File: config.mk
export PLATFORM = sky130hd
export DESIGN_NAME = imem_loader_flat
export DESIGN_NICKNAME = d
export VERILOG_FILES = /design/src/rtl/imem_loader_if.sv /design/src/rtl/imem_loader.sv /design/src/flat_wrapper.sv
export SDC_FILE = /design/constraint.sdc
export NUM_CORES = 1
export LEC_CHECK = 0
export ABC_AREA = 1
export CAP_MARGIN = 10
export CORE_MARGIN = 2
export CORE_UTILIZATION = 40
export DETAILED_ROUTE_END_ITERATION = 10
export MAX_ROUTING_LAYER = met4
export PLACE_DENSITY_LB_ADDON = 0.15
export SLEW_MARGIN = 20
export SYNTH_ARGS = -nofsm -noshare
export SYNTH_HDL_FRONTEND = slang
export SYNTH_SLANG_ARGS = --single-unit
File: constraint.sdc
create_clock -name clk -period 11.65 [get_ports clk]
set_input_delay 2.33 -clock clk [delete_from_list [all_inputs] [get_ports clk]]
set_output_delay 2.33 -clock clk [all_outputs]
set_load 0.05 [all_outputs]
File: src/rtl/imem_loader_if.sv
// Byte-stream in, instruction-memory writes and core-hold status out.
// master drives the byte stream and restart; slave is the loader.
interface imem_loader_if;
    logic [7:0]  rx_data;
    logic        rx_valid;
    logic        restart;
    logic        we;
    logic [13:0] waddr;
    logic [31:0] wdata;
    logic        cpu_hold;
    logic        done;
    logic        err;

    modport master (
        output rx_data, rx_valid, restart,
        input  we, waddr, wdata, cpu_hold, done, err
    );

    modport slave (
        input  rx_data, rx_valid, restart,
        output we, waddr, wdata, cpu_hold, done, err
    );
endinterface

File: src/rtl/imem_loader.sv
// UART boot loader: parses a length/payload/checksum frame into
// instruction-memory word writes and holds the core until it loads.
module imem_loader #(
    parameter int DEPTH_WORDS    = 16384,
    parameter int TIMEOUT_CYCLES = 1000000
) (
    input logic         clk,
    input logic         reset,
    imem_loader_if.slave bus
);

    localparam int TW = $clog2(TIMEOUT_CYCLES + 1);

    typedef enum logic [2:0] {
        S_HDR,
        S_DATA,
        S_SUM,
        S_DONE,
        S_ERR
    } state_t;

    state_t        state_q, state_d;
    logic [1:0]    bcnt_q;
    logic [23:0]   sh_q;
    logic [14:0]   n_q;
    logic [13:0]   idx_q;
    logic [7:0]    csum_q;
    logic [TW-1:0] tcnt_q;
    logic          we_q;
    logic [13:0]   waddr_q;
    logic [31:0]   wdata_q;

    logic          active;
    logic          take;
    logic          last_byte;
    logic          timer_on;
    logic          timeout;
    logic          hdr_bad;
    logic          last_word;
    logic          word_done;
    logic          rearm;
    logic          moved;
    logic [31:0]   group;

    // incoming byte lands on top; after 4 bytes byte 0 sits in [7:0]
    assign group     = {bus.rx_data, sh_q};
    assign active    = (state_q == S_HDR) || (state_q == S_DATA) ||
                       (state_q == S_SUM);
    assign take      = bus.rx_valid && active;
    assign last_byte = take && (bcnt_q == 2'd3);
    assign timer_on  = (state_q == S_DATA) || (state_q == S_SUM) ||
                       ((state_q == S_HDR) && (bcnt_q != 2'd0));
    assign timeout   = timer_on && !bus.rx_valid &&
                       (tcnt_q == TW'(TIMEOUT_CYCLES - 1));
    assign hdr_bad   = (group == 32'd0) || (group > 32'(DEPTH_WORDS));
    assign last_word = ({1'b0, idx_q} == (n_q - 15'd1));
    assign word_done = last_byte && (state_q == S_DATA);
    assign rearm     = bus.restart &&
                       ((state_q == S_DONE) || (state_q == S_ERR));
    assign moved     = (state_d != state_q);

    always_ff @(posedge clk or posedge reset) begin
        if (reset) state_q <= S_HDR;
        else       state_q <= state_d;
    end

    always_comb begin
        state_d = state_q;
        unique case (state_q)
            S_HDR: begin
                if (last_byte)    state_d = hdr_bad ? S_ERR : S_DATA;
                else if (timeout) state_d = S_ERR;
            end
            S_DATA: begin
                if (last_byte && last_word) state_d = S_SUM;
                else if (timeout)           state_d = S_ERR;
            end
            S_SUM: begin
                if (take)
                    state_d = (bus.rx_data == csum_q) ? S_DONE : S_ERR;
                else if (timeout)
                    state_d = S_ERR;
            end
            S_DONE: if (bus.restart) state_d = S_HDR;
            S_ERR:  if (bus.restart) state_d = S_HDR;
            default: state_d = S_HDR;
        endcase
    end

    always_ff @(posedge clk or posedge reset) begin
        if (reset) begin
            bcnt_q  <= '0;
            sh_q    <= '0;
            n_q     <= '0;
            idx_q   <= '0;
            csum_q  <= '0;
            tcnt_q  <= '0;
            we_q    <= 1'b0;
            waddr_q <= '0;
            wdata_q <= '0;
        end else begin
            we_q <= word_done;
            if (take) begin
                sh_q   <= group[31:8];
                bcnt_q <= bcnt_q + 2'd1;
            end
            if (moved)
                bcnt_q <= 2'd0;
            if (take && (state_q == S_DATA))
                csum_q <= csum_q ^ bus.rx_data;
            if (last_byte && (state_q == S_HDR)) begin
                n_q   <= group[14:0];
                idx_q <= '0;
            end
            if (word_done) begin
                waddr_q <= idx_q;
                wdata_q <= group;
                idx_q   <= idx_q + 14'd1;
            end
            if (!timer_on || bus.rx_valid || moved)
                tcnt_q <= '0;
            else
                tcnt_q <= tcnt_q + TW'(1);
            if (rearm) begin
                sh_q   <= '0;
                n_q    <= '0;
                idx_q  <= '0;
                csum_q <= '0;
                tcnt_q <= '0;
            end
        end
    end

    assign bus.we       = we_q;
    assign bus.waddr    = waddr_q;
    assign bus.wdata    = wdata_q;
    assign bus.cpu_hold = (state_q != S_DONE);
    assign bus.done     = (state_q == S_DONE);
    assign bus.err      = (state_q == S_ERR);

endmodule

File: src/flat_wrapper.sv
// flat-port wrapper written by rule: the top's interface ports become plain ports
module imem_loader_flat 
#(
    parameter int DEPTH_WORDS    = 16384,
    parameter int TIMEOUT_CYCLES = 1000000
)
  (clk, reset, bus_rx_data, bus_rx_valid, bus_restart, bus_we, bus_waddr, bus_wdata, bus_cpu_hold, bus_done, bus_err);
  imem_loader_if bus_i ();
  input logic clk;
  input logic reset;
  input wire logic [$bits(bus_i.rx_data)-1:0] bus_rx_data;
  input wire logic [$bits(bus_i.rx_valid)-1:0] bus_rx_valid;
  input wire logic [$bits(bus_i.restart)-1:0] bus_restart;
  output wire logic [$bits(bus_i.we)-1:0] bus_we;
  output wire logic [$bits(bus_i.waddr)-1:0] bus_waddr;
  output wire logic [$bits(bus_i.wdata)-1:0] bus_wdata;
  output wire logic [$bits(bus_i.cpu_hold)-1:0] bus_cpu_hold;
  output wire logic [$bits(bus_i.done)-1:0] bus_done;
  output wire logic [$bits(bus_i.err)-1:0] bus_err;
  assign bus_i.rx_data = bus_rx_data;
  assign bus_i.rx_valid = bus_rx_valid;
  assign bus_i.restart = bus_restart;
  assign bus_we = bus_i.we;
  assign bus_waddr = bus_i.waddr;
  assign bus_wdata = bus_i.wdata;
  assign bus_cpu_hold = bus_i.cpu_hold;
  assign bus_done = bus_i.done;
  assign bus_err = bus_i.err;
  imem_loader #(.DEPTH_WORDS(DEPTH_WORDS), .TIMEOUT_CYCLES(TIMEOUT_CYCLES)) u_core (.clk(clk), .reset(reset), .bus(bus_i));
endmodule
==> Word level (Yosys, flattened, before mapping) <==
Cells that the tools add are included.
Widths: inputs -> output; s select.
{ "word_totals": {"elab_cells": 76, "out_inout_bits": 50, "regBits": 133, "inputBits": 12} }
{ "classes": {"n_addsub": 4, "bitwise_logic": 1, "magnitude_cmp": 1, "eq_ne": 10, "n_reduce_logical": 29, "mux": 21} }
{ "op_table": {"columns": ["operator", "n"], "rows": [
  ["$mux 24", 2],
  ["$mux 14", 3],
  ["$mux 20", 2],
  ["$gt 32x15->1 const B", 1],
  ["$logic_not 32->1", 1],
  ["$mux 15", 2],
  ["$mux 3", 7],
  ["$add 20x1->20 const B", 1],
  ["$eq 20x20->1 const B", 1],
  ["$mux 8", 2],
  ["$eq 14x15->1", 1],
  ["$sub 15x1->15 const B", 1],
  ["$add 14x1->14 const B", 1],
  ["$pmux 3 s4", 1],
  ["$logic_and 1x1->1", 10],
  ["$reduce_bool 2->1", 5],
  ["$eq 8x8->1", 1],
  ["$logic_or 1x1->1", 8],
  ["$xor 8x8->8", 1],
  ["$eq 3x2->1 const B", 2],
  ["$mux 2", 2],
  ["$eq 3x1->1 const B", 1],
  ["$eq 3x3->1 const B", 1],
  ["$logic_not 3->1", 1],
  ["7 further kinds", 8]
]} }

==> Longest topological paths before layout <==
Gate-level depths: netlist (run 1).
{ "logic_depth": {"depth_word": 12, "depth_mapped": 18} }

==> Worst setup path after synthesis (run 1) <==
Ideal clock, no wire load.
{ "synth_timing": {"path_type": "register -> output", "from": "register u_core.state_q[1]", "to": "output bus_cpu_hold", "stages_incl_launch_ff": 4, "n_path_buf": 0, "slack_ps": 7607, "t_required_ps": 9320, "arrival_time_ps": 1713, "cell_sequence": "dfrtp_1 > nand2_2 > nor2_1 > inv_1"} }
{ "synth_between": {"elab_chain_cells": 1} }
{ "synth_rtl": {"columns": ["item", "line_no", "text"], "rows": [
  ["start, declared", "imem_loader.sv:22", "state_t state_q, state_d;"],
  ["start signal, assigned", "imem_loader.sv:64", "else state_q <= state_d;"],
  ["$ne 3x2->1", "imem_loader.sv:137", "assign bus.cpu_hold = (state_q != S_DONE);"],
  ["end, declared", "flat_wrapper.sv:17", "output wire logic [$bits(bus_i.cpu_hold)-1:0] bus_cpu_hold;"]
]} }
No other way between the ends.

==> Worst setup path after layout (run 1) <==
{ "layout_timing": {"from": "input bus_rx_valid", "to": "register u_core.tcnt_q[2]"} }
{ "layout_between": {"elab_chain_cells": 10} }
{ "layout_rtl": {"columns": ["item", "line_no", "text"], "rows": [
  ["start, declared", "flat_wrapper.sv:12", "input wire logic [$bits(bus_i.rx_valid)-1:0] bus_rx_valid;"],
  ["$logic_not 1->1", "imem_loader.sv:53", "assign timeout = timer_on && !bus.rx_valid &&"],
  ["$logic_and 1x1->1 (2 in a row)", "imem_loader.sv:53", null],
  ["$mux 3", "imem_loader.sv:72, imem_loader.sv:76, imem_loader.sv:81", null],
  ["$mux 3, on equally long branches", "imem_loader.sv:79, imem_loader.sv:71, imem_loader.sv:75", null],
  ["$pmux 3 s4 (*)", "imem_loader.sv:69", "unique case (state_q)"],
  ["named net u_core.state_d[0]", "imem_loader.sv:22", null],
  ["$ne 3x3->1 (*)", "imem_loader.sv:60", "assign moved = (state_d != state_q);"],
  ["$logic_or 1x1->1 (*)", "imem_loader.sv:120", "if (!timer_on || bus.rx_valid || moved)"],
  ["$mux 20 (*)", "imem_loader.sv:120", null],
  ["$mux 20 (*)", "imem_loader.sv:124", "if (rearm) begin"],
  ["end signal, assigned", "imem_loader.sv:123", "tcnt_q <= tcnt_q + TW'(1);"],
  ["end, declared", "imem_loader.sv:28", "logic [TW-1:0] tcnt_q;"]
]} }
The timed path passes the listed nets; every way through them passes the cells marked *.
A chain may end at the register's enable or synchronous reset.

==> impl_metrics.tcl, run 1 <==
set metrics [dict create \
    ant_nets 0 \
    antenna_found_initial 0 \
    timing_worst_slew_pin_value_ns 0.829 \
    min-delay-start "u_core.tcnt_q[0]" \
    syn-num-nets 797 \
    yosys.cell_types.count 34 \
    cts.path.max_buffers 2 \
    clk_transition_reported_paths_ns 0.05 \
    p_switching_uw 618 \
    fin_skew_ns 0.00831 \
    share_of_post_route_cells_with_drive_strength_above_1_pct 8.68 \
    layout_cells_excl_fill 1069 \
    std_cell_rows 46 \
    cts_tree "built" \
    ctsHoldBuffers 0 \
    fin_setup_tns_ns 0 \
    timing.hold.worst.class "register to register" \
    finalMaxSlewViolations 0 \
    max-cap-violations 0 \
    ys_warn_count 0 \
    numPortBuffers 61 \
    timing.setup.critical_path_class "input port to register" \
    worstPathCellList "clkdlybuf4s50_1 -> nand3_4 -> nor2_2 -> nand3_1 -> nor2_1 -> nand2_1 -> nor2_1 -> nand3_1 -> nand2_1 -> nand2_2 -> nand2_2 -> nand4_2 -> nor2_2" \
    finish.net_count 857 \
    timing.rr.end "u_core.tcnt_q[2]" \
    wirelength_um 14800 \
    antennaDiodeCount 0 \
    timing.reg2reg.worst_path_depth 14 \
    post-place-ws_ns 6.46 \
    setup_viol 0 \
    status "finished clean" \
    critical_path_arrival_ns 5.07 \
    finalInstanceArea_mm2 0.00783 \
    power.share.switching_pct 37.2 \
    final.min_clock_period_ns 4.75 \
    top_usage_layer "met2" \
    unrepaired_setup_endpoints_after_global_routing "false" \
    hold_viol 0 \
    power_frac_clock_pct 32.5 \
    numCtsBuffers 17 \
    synthesis.area_per_instance_um2 8.26 \
    cp_data_required_time_ns 11.98 \
    slowest_stage "nand4_2" \
    worst_skew_pair.late_latency_ns 0.42 \
    gpl.final_weighted_congestion 0.899 \
    placed_cell_area_mm2 0.00724 \
    post_drt_wl_per_cell_um 13.8 \
    dp_hpwl_um 10400 \
    share_comb_of_total_power_pct 31.3 \
    io_pins 62 \
    fmax_mhz 211 \
    nFillCells 1511 \
    power.density_cell_area_mw_per_mm2 212 \
    use_met2_pct 29.6 \
    share_of_the_yosys_chip_area_belonging_to_registers_pct 51.6 \
    post_cts_buffers 0 \
    synthFlopType "dfrtp_1" \
    layout_worst_path_cycle_share_pct 40.7 \
    first_global_vias 5209 \
    clockRootBuffer "clkbuf_16" \
    post_drt_via_cell_ratio 4.90 \
    synth-seq-cells 133 \
    detail_route.drc_violations 0 \
    dieArea_mm2 0.0171 \
    internal_power_uw 1040 \
    max_slew_headroom_pct 44.8 \
    synth_cells 780 \
    initial_core_util_pct 40.7 \
    ir_worst_vdd_uv 118 \
    core_area_mm2 0.0158 \
    timing.critical_path.fanout_max 32 \
    synth_edf_count 0 \
    leakagePower_uw 0.00356 \
    critical_path.endpoint_type "register" \
    synth_area_leader_cell "dfrtp_1" \
    critical_path_source_type "input port" \
    die_width_um 131 \
    grt_use_total_pct 19.3 \
    rrSetupSlack_ns 8.76 \
    drt_pass_1_iters 4 \
    met3_usage_pct 4.52 \
    route.vias.total 5241 \
    detail_route.iter0.violations 399 \
    ctsHtreeMaxLevel 4 \
    globalRoute.totalOverflow 0 \
    use_met1_pct 25.3 \
    cts_resized 0 \
    holdPathEnd "u_core.tcnt_q[0]" \
    hold_depth 1 \
    post_synth_instance_area_mm2 0.00645 \
    yosys-top-cells-area "dfrtp_1 52%, nand2_1 11%, inv_1 5.9%" \
    fp.dieH_um 131 \
    numPlacedInstances 1037 \
    grt_first_pass_wirelength_um 25100 \
    setup_ws_ns 6.90 \
    synthArstFlopShare_pct 100 \
    share_of_yosys_cell_area_claimed_by_the_top_area_cell_type_pct 51.6 \
    syn2layout_area_growth_pct 21.5 \
    cts.sink_count 133 \
    regToRegStartpoint "u_core.n_q[0]" \
    share_of_power_burned_in_registers_pct 36.2 \
    maximum_number_of_pins_on_one_net_before_global_route_repair 84 \
    worst_path_largest_cell_delay_ns 0.59 \
]
==> cell families (layout without fill, tap and decap cells) <==
family | count (synthesis) | after routing | synth area share (%)
flops | 133 | 133 | 51.6
compound gates | 128 | 128 | 11.2
xor+xnor | 29 | 29 | 3.94
buf+inv | 128 | 201 | 7.88
fa+ha+maj | 5 | 5 | 0.970
simple gates | 357 | 357 | 24.4
==> cell usage in the layout (no fill, tap or decap), drive strengths merged <==
master	n
a31oi	1
clkinvlp	3
bufinv	3
clkdlybuf4s50	61
nand4	8
o21a	1
dfrtp	133
nor3	10
and2	1
clkinv	4
a21oi	7
o21ai	72
clkbuf	20
nand3b	3
xor2	19
nor2	95
nand3	43
nand2	195
nor4	2
o22ai	37
buf	2
o31ai	4
o32ai	5
inv	108
a21boi	1
ha	5
xnor2	10
==> critical path, delay by kind of cell <==
| kind | cells | cell delay [ns] |
|---|---|---|
| buf+inv | 1 | 0.57 |
| simple gates | 12 | 2.14 |
==> through the flow <==
step	utilization (%)	power, uW	hold slack (ns)
global placement	45.7	1110	0.462
floorplan	-	980	0.441
global route	49.5	1770	0.499
CTS	49.5	1670	0.478
finish	49.5	1660	0.483
detailed placement	45.7	1120	0.466
==> how the worst max path moves through the flow <==
| stage | from | to | cells past startpoint | slack (ns) |
|---|---|---|---|---|
| floorplan | reset | u_core.bcnt_q[0] | 1 | 5.77 |
| global placement | bus_rx_valid | u_core.tcnt_q[16] | 13 | 6.62 |
| detailed placement | bus_rx_valid | u_core.tcnt_q[2] | 13 | 6.46 |
| CTS | bus_rx_valid | u_core.tcnt_q[2] | 13 | 6.90 |
| global route | bus_rx_valid | u_core.tcnt_q[8] | 13 | 6.62 |
| finish | bus_rx_valid | u_core.tcnt_q[2] | 13 | 6.90 |
==> power groups by stage <==
stage / combinational [uW] / sequential, uW / clock (uW)
final: 520 / 601 / 540
after global placement: 506 / 606 / 0
after global routing: 584 / 612 / 574
after CTS: 519 / 600 / 549
after detailed placement: 516 / 608 / 0
after floorplan: 326 / 654 / 0
==> Yosys cell counts (all sizes together), types with 7 or more instances <==
master  count
nand4       8
buf        10
nand2     195
xor2       19
xnor2      10
clkbuf     12
inv       106
dfrtp     133
a21oi       7
nand3      43
nor2       95
o22ai      37
o21ai      72
nor3       10
==> sequential cells by signal, summed over array words and instances (netlist names) <==
signal,count
u_core.bcnt_q,2
u_core.bus.waddr,14
u_core.bus.wdata,32
u_core.bus.we,1
u_core.csum_q,8
u_core.idx_q,14
u_core.n_q,15
u_core.sh_q,24
u_core.state_q,3
u_core.tcnt_q,20
==> routing by layer <==
metal / up-vias / routed length [um] / part of all wire, %
met1: 2498 / 7280 / 49
met2: 96 / 6700 / 45
li1: 2629 / - / -
met4: 0 / 265 / 1.8
met3: 18 / 514 / 3.5
met5: - / 0 / 0
==> final cells by class <==
cell class              count  area [um2]  share of cell area, %
inverters                 106         403                   5.14
repair buffers             63         629                   8.04
clock inverters            12         154                   1.97
well taps                 216         270                   3.45
clock buffers              20         437                   5.58
flip-flops and latches    133        3330                   42.5
multi-input cells         519        2610                   33.3
(Power assumes the default switching activity.)
==> run 2, diff against run 1 <==
Clock period 11.65 ns to 4.55 ns, I/O delays scaled along.
==> run 2 against run 1 <==
  * Die area unchanged
  * First-iteration DRC count decreased by 14%
  * Critical endpoint is now bus_err
  * Hold slack worse by 0.011 ns
  * Via count up 0.13%
  * Sequential cell count unchanged
  * Clock power grew to 2.6 times the previous value
  * Setup slack got worse by 5.4 ns
==> impl_metrics.tcl, run 2 (synthesis gave the netlist of run 1 again) <==
set metrics [dict create \
    initial_core_util_pct 40.7 \
    globalRoute.totalOverflow 0 \
    max_slew_headroom_pct 46.7 \
    power.density_cell_area_mw_per_mm2 540 \
    cts.sink_count 133 \
    cp_top_family "buffers and inverters" \
    cts_tree "built" \
    most-common-layout-cells "190 x nand2_1, 133 x dfrtp_1, 101 x inv_1, 67 x nor2_1, 67 x o21ai_0" \
    layout_worst_path_cycle_share_pct 67.2 \
    share_of_power_burned_in_registers_pct 36.2 \
    worstPathCellList "nor2_1 -> inv_1 -> nor2_1 -> clkdlybuf4s50_1" \
    final.min_clock_period_ns 3.06 \
    slowest_stage "clkdlybuf4s50_1" \
    cts_resized 0 \
    power_frac_clock_pct 32.5 \
    p_switching_uw 1540 \
    die_width_um 131 \
    critical_path_source_type "register" \
    max-cap-violations 0 \
    timing_worst_slew_pin_value_ns 0.798 \
    post_drt_wl_per_cell_um 13.6 \
    ir_worst_vdd_uv 323 \
    cts.path.max_buffers 2 \
    finish.net_count 859 \
    unrepaired_setup_endpoints_after_global_routing "false" \
    worst_skew_pair.late_latency_ns 0.42 \
    fin_setup_tns_ns 0 \
    wirelength_um 14500 \
    ant_nets 0 \
    fin_skew_ns 0.00571 \
    clockRootBuffer "clkbuf_16" \
    totalPowerFinal_uw 4240 \
    dp_hpwl_um 10500 \
    largest_reg_flops 32 \
    internal_power_uw 2700 \
    grt_first_pass_wirelength_um 25300 \
    status "finished clean" \
    worst_path_largest_cell_delay_ns 0.84 \
    finalMaxSlewViolations 0 \
    layout_cells_excl_fill 1071 \
    critical_path_arrival_ns 2.15 \
    antenna_found_initial 0 \
    ctsHoldBuffers 0 \
    detail_route.iter0.violations 342 \
    detail_route.drc_violations 0 \
    syn2layout_area_growth_pct 21.9 \
    numPortBuffers 61 \
    fmax_mhz 327 \
    grt_use_total_pct 19.4 \
    timing.critical_path.fanout_max 5 \
    drt_pass_1_iters 7 \
    clk_transition_reported_paths_ns 0.06 \
    gpl.final_weighted_congestion 0.923 \
    post_cts_buffers 0 \
    timing.setup.critical_path_class "register to primary output" \
    critical_path.endpoint_type "primary output" \
    core_area_mm2 0.0158 \
    std_cell_rows 46 \
    share_of_post_route_cells_with_drive_strength_above_1_pct 8.89 \
    cp_data_required_time_ns 3.64 \
    leakagePower_uw 0.00359 \
    antennaDiodeCount 0 \
    worst_path_most_repeated_cell "nor2_1" \
    setup_viol 0 \
    timing.critical_path.buf_inv 2 \
    route.vias.total 5248 \
    hold_viol 0 \
    post_drt_via_cell_ratio 4.90 \
    ctsHtreeMaxLevel 4 \
    nFillCells 1504 \
    power.share.switching_pct 36.4 \
    share_comb_of_total_power_pct 31.3 \
    layout.cells.most_common "nand2_1" \
    dieArea_mm2 0.0171 \
    numPlacedInstances 1039 \
    io_pins 62 \
    timing.hold.worst.class "register to register" \
    fp.dieH_um 131 \
    numCtsBuffers 17 \
    maximum_number_of_pins_on_one_net_before_global_route_repair 86 \
    first_global_vias 5255 \
]
==> run 2: path summary, 6_finish.rpt <==
path	start	end	slack, ns	depth (start not counted)
worst max-delay path	u_core.state_q[0]	bus_err	1.49	4
worst min-delay path	u_core.tcnt_q[0]	u_core.tcnt_q[0]	0.47	1
worst max register to register	u_core.state_q[0]	u_core.idx_q[2]	2.02	8
worst min register to register	u_core.tcnt_q[0]	u_core.tcnt_q[0]	0.47	1
max in group asynchronous	reset	u_core.sh_q[13]	2.75	3
min in group asynchronous	reset	u_core.tcnt_q[5]	0.94	2
==> run 2: worst register-to-register path, delay by kind of cell, from the launching register on <==
family / cells / cell delay, ns
flops: 1 / 0.44
compound gates: 1 / 0.16
buf+inv: 3 / 0.59
simple gates: 4 / 1.18
==> run 2: metal layers <==
layer | part of all wire (%) | up-vias | global-route usage, % | wire length, um
met5 | 0 | - | - | 0
met4 | 1.5 | 0 | 6.63 | 218
met3 | 3.5 | 20 | 3.54 | 508
met2 | 48 | 99 | 30.5 | 6980
met1 | 47 | 2488 | 25.4 | 6830
li1 | - | 2641 | - | -
==> run 2: power by group through the flow <==
stage          combinational, uW  clock (uW)  sequential (uW)
2_1_floorplan                836           0             1670
3_3_place_gp                1300           0             1550
3_5_place_dp                1330           0             1560
4_1_cts                     1340        1410             1540
5_1_grt                     1490        1460             1560
6_report                    1330        1380             1540
==> run 2: stage by stage <==
| step | instance area (um2) | hold WS (ns) | utilization [%] | worst slack [ns] |
|---|---|---|---|---|
| after detailed placement | 7260 | 0.466 | 45.9 | 1.15 |
| after CTS | 7860 | 0.470 | 49.6 | 1.49 |
| after global routing | 7860 | 0.486 | 49.6 | 1.30 |
| after floorplan | 6450 | 0.441 | - | 0.0856 |
| final | 7860 | 0.472 | 49.6 | 1.49 |
| after global placement | 7260 | 0.456 | 45.9 | 1.28 |
==> run 2: cell type report <==
| class | instances | area [um2] | area share (%) |
|---|---|---|---|
| Timing Repair Buffer | 65 | 653 | 8.31 |
| Inverter | 106 | 403 | 5.13 |
| Clock buffer | 22 | 464 | 5.91 |
| Sequential cell | 133 | 3330 | 42.4 |
| Clock inverter | 10 | 129 | 1.64 |
| Tap cell | 216 | 270 | 3.44 |
| Multi-Input combinational cell | 519 | 2610 | 33.2 |
==> run 3, diff against run 2 <==
Clock period 4.55 ns to 2.5 ns, I/O delays scaled along.
==> run 3 against run 2 <==
  * Core utilization grew 1.3 points
  * Global-route usage shrank 0.27 points
  * Count of clock-buffer cells in the layout shrank 1
  * Total power grew 85%
  * Design area grew 2.5%
  * Critical path type unchanged
  * Largest cell class unchanged
  * Highest routed layer unchanged
==> impl_metrics.tcl, run 3 (synthesis gave the netlist of run 1 again) <==
set metrics [dict create \
    layout_worst_path_cycle_share_pct 88.7 \
    hold_viol 0 \
    final.min_clock_period_ns 2.22 \
    timing.setup.critical_path_class "register to primary output" \
    setup_viol 0 \
    finish.net_count 873 \
    leakagePower_uw 0.00367 \
    unrepaired_setup_endpoints_after_global_routing "false" \
    first_global_vias 5178 \
    most-common-layout-cells "190 x nand2_1, 133 x dfrtp_1, 99 x inv_1, 67 x o21ai_0, 65 x nor2_1" \
    internal_power_uw 4920 \
    ir_worst_vdd_uv 534 \
    detail_route.iter0.violations 345 \
    power_frac_clock_pct 31.9 \
    ctsHtreeMaxLevel 4 \
    drt_pass_1_iters 5 \
    globalRoute.totalOverflow 0 \
    antenna_found_initial 0 \
    max-cap-violations 0 \
    setup_ws_ns 0.284 \
    dp_hpwl_um 10600 \
    power.density_cell_area_mw_per_mm2 971 \
    std_cell_rows 46 \
    power.share.switching_pct 37.1 \
    ant_nets 0 \
    route.vias.total 5322 \
    detail_route.drc_violations 0 \
    critical_path_source_type "register" \
    timing.hold.worst.class "register to register" \
    share_of_power_burned_in_registers_pct 35.7 \
    post-place-ws_ns -0.206 \
    wirelength_um 15100 \
    gpl.final_weighted_congestion 0.903 \
    p_switching_uw 2900 \
    core_area_mm2 0.0158 \
    layout.cells.most_common "nand2_1" \
    share_comb_of_total_power_pct 32.4 \
    post_drt_via_cell_ratio 4.91 \
    initial_core_util_pct 40.7 \
    fin_setup_tns_ns 0 \
    dieArea_mm2 0.0171 \
    worst_skew_pair.late_latency_ns 0.42 \
    ctsHoldBuffers 0 \
    numCtsBuffers 17 \
    post_drt_wl_per_cell_um 13.9 \
    fin_skew_ns 0.0105 \
    cp_data_required_time_ns 2.00 \
    critical_path.endpoint_type "primary output" \
    io_pins 62 \
    critical_path_arrival_ns 1.72 \
    maximum_number_of_pins_on_one_net_before_global_route_repair 77 \
    cts_tree "built" \
    timing.critical_path.fanout_max 6 \
    largest_reg_flops 32 \
    die_width_um 131 \
    cts.path.max_buffers 2 \
    antennaDiodeCount 0 \
    fp.dieH_um 131 \
    nFillCells 1503 \
    max_slew_headroom_pct 66.2 \
    rrSetupSlack_ns 0.30 \
    grt_first_pass_wirelength_um 24800 \
    status "finished clean" \
    numPortBuffers 61 \
    grt_use_total_pct 19.1 \
    finalMaxSlewViolations 0 \
    clk_transition_reported_paths_ns 0.06 \
    fmax_mhz 451 \
    cts.sink_count 133 \
    syn2layout_area_growth_pct 25.0 \
    clockRootBuffer "clkbuf_16" \
    timing_worst_slew_pin_value_ns 0.506 \
    share_of_post_route_cells_with_drive_strength_above_1_pct 11.6 \
]
==> run 3: worst max-delay path, cell delays in order (launching register included) <==
cell	delay [ns]
dfrtp_1	0.46
nand2_2	0.13
nor2_2	0.15
dlygate4sd2_1	0.55
==> run 3: final cells by class <==
class	instances	area (um2)	share of cell area [%]
Tap cell	216	270	3.35
Sequential cell	133	3330	41.3
Clock inverter	11	126	1.57
Multi-Input combinational cell	519	2650	32.9
Timing Repair Buffer	79	807	10.0
Clock buffer	21	470	5.84
Inverter	106	404	5.02
==> run 3: power groups by stage <==
stage / sequential [uW] / clock [uW] / combinational [uW]
floorplan: 3050 / 0 / 1520
detailed placement: 2830 / 0 / 2470
finish: 2800 / 2500 / 2530
CTS: 2800 / 2550 / 2500
global route: 2840 / 2650 / 2860
global placement: 2820 / 0 / 2420
==> run 3: path summary, 6_finish.rpt <==
path	from	end	cells after the start
max	u_core.state_q[1]	bus_done	3
min	u_core.tcnt_q[0]	u_core.tcnt_q[0]	1
max reg2reg	u_core.n_q[0]	u_core.tcnt_q[7]	16
min reg2reg	u_core.tcnt_q[0]	u_core.tcnt_q[0]	1
max in group asynchronous	reset	u_core.idx_q[4]	3
min in group asynchronous	reset	u_core.bus.wdata[24]	3
==> run 3: per-layer routing <==
layer / GRT usage [%] / up-vias / wire length [um]
met1: 24.5 / 2532 / 6970
met3: 4.15 / 13 / 574
met4: 6.32 / 0 / 138
met5: - / - / 0
met2: 30.3 / 112 / 7370
li1: - / 2665 / -
==> run 3: per-stage QoR <==
stage | cell area (um2) | hold WS (ns) | power (uW) | instances | utilization [%]
after CTS | 8010 | 0.473 | 7840 | 1084 | 50.6
after detailed placement | 7410 | 0.463 | 5300 | 1052 | 46.8
after global routing | 8060 | 0.502 | 8350 | 1085 | 50.9
after floorplan | 6450 | 0.441 | 4570 | 780 | -
final | 8060 | 0.471 | 7820 | 1085 | 50.9
after global placement | 7410 | 0.456 | 5250 | 1052 | 46.8
==> run 3: what timing repair did <==
action,CTS,global route
buffers inserted,0,1
endpoints found under the hold margin,0,0
gates resized for setup,1,11
pin swaps,0,1
setup endpoints to repair,1,36
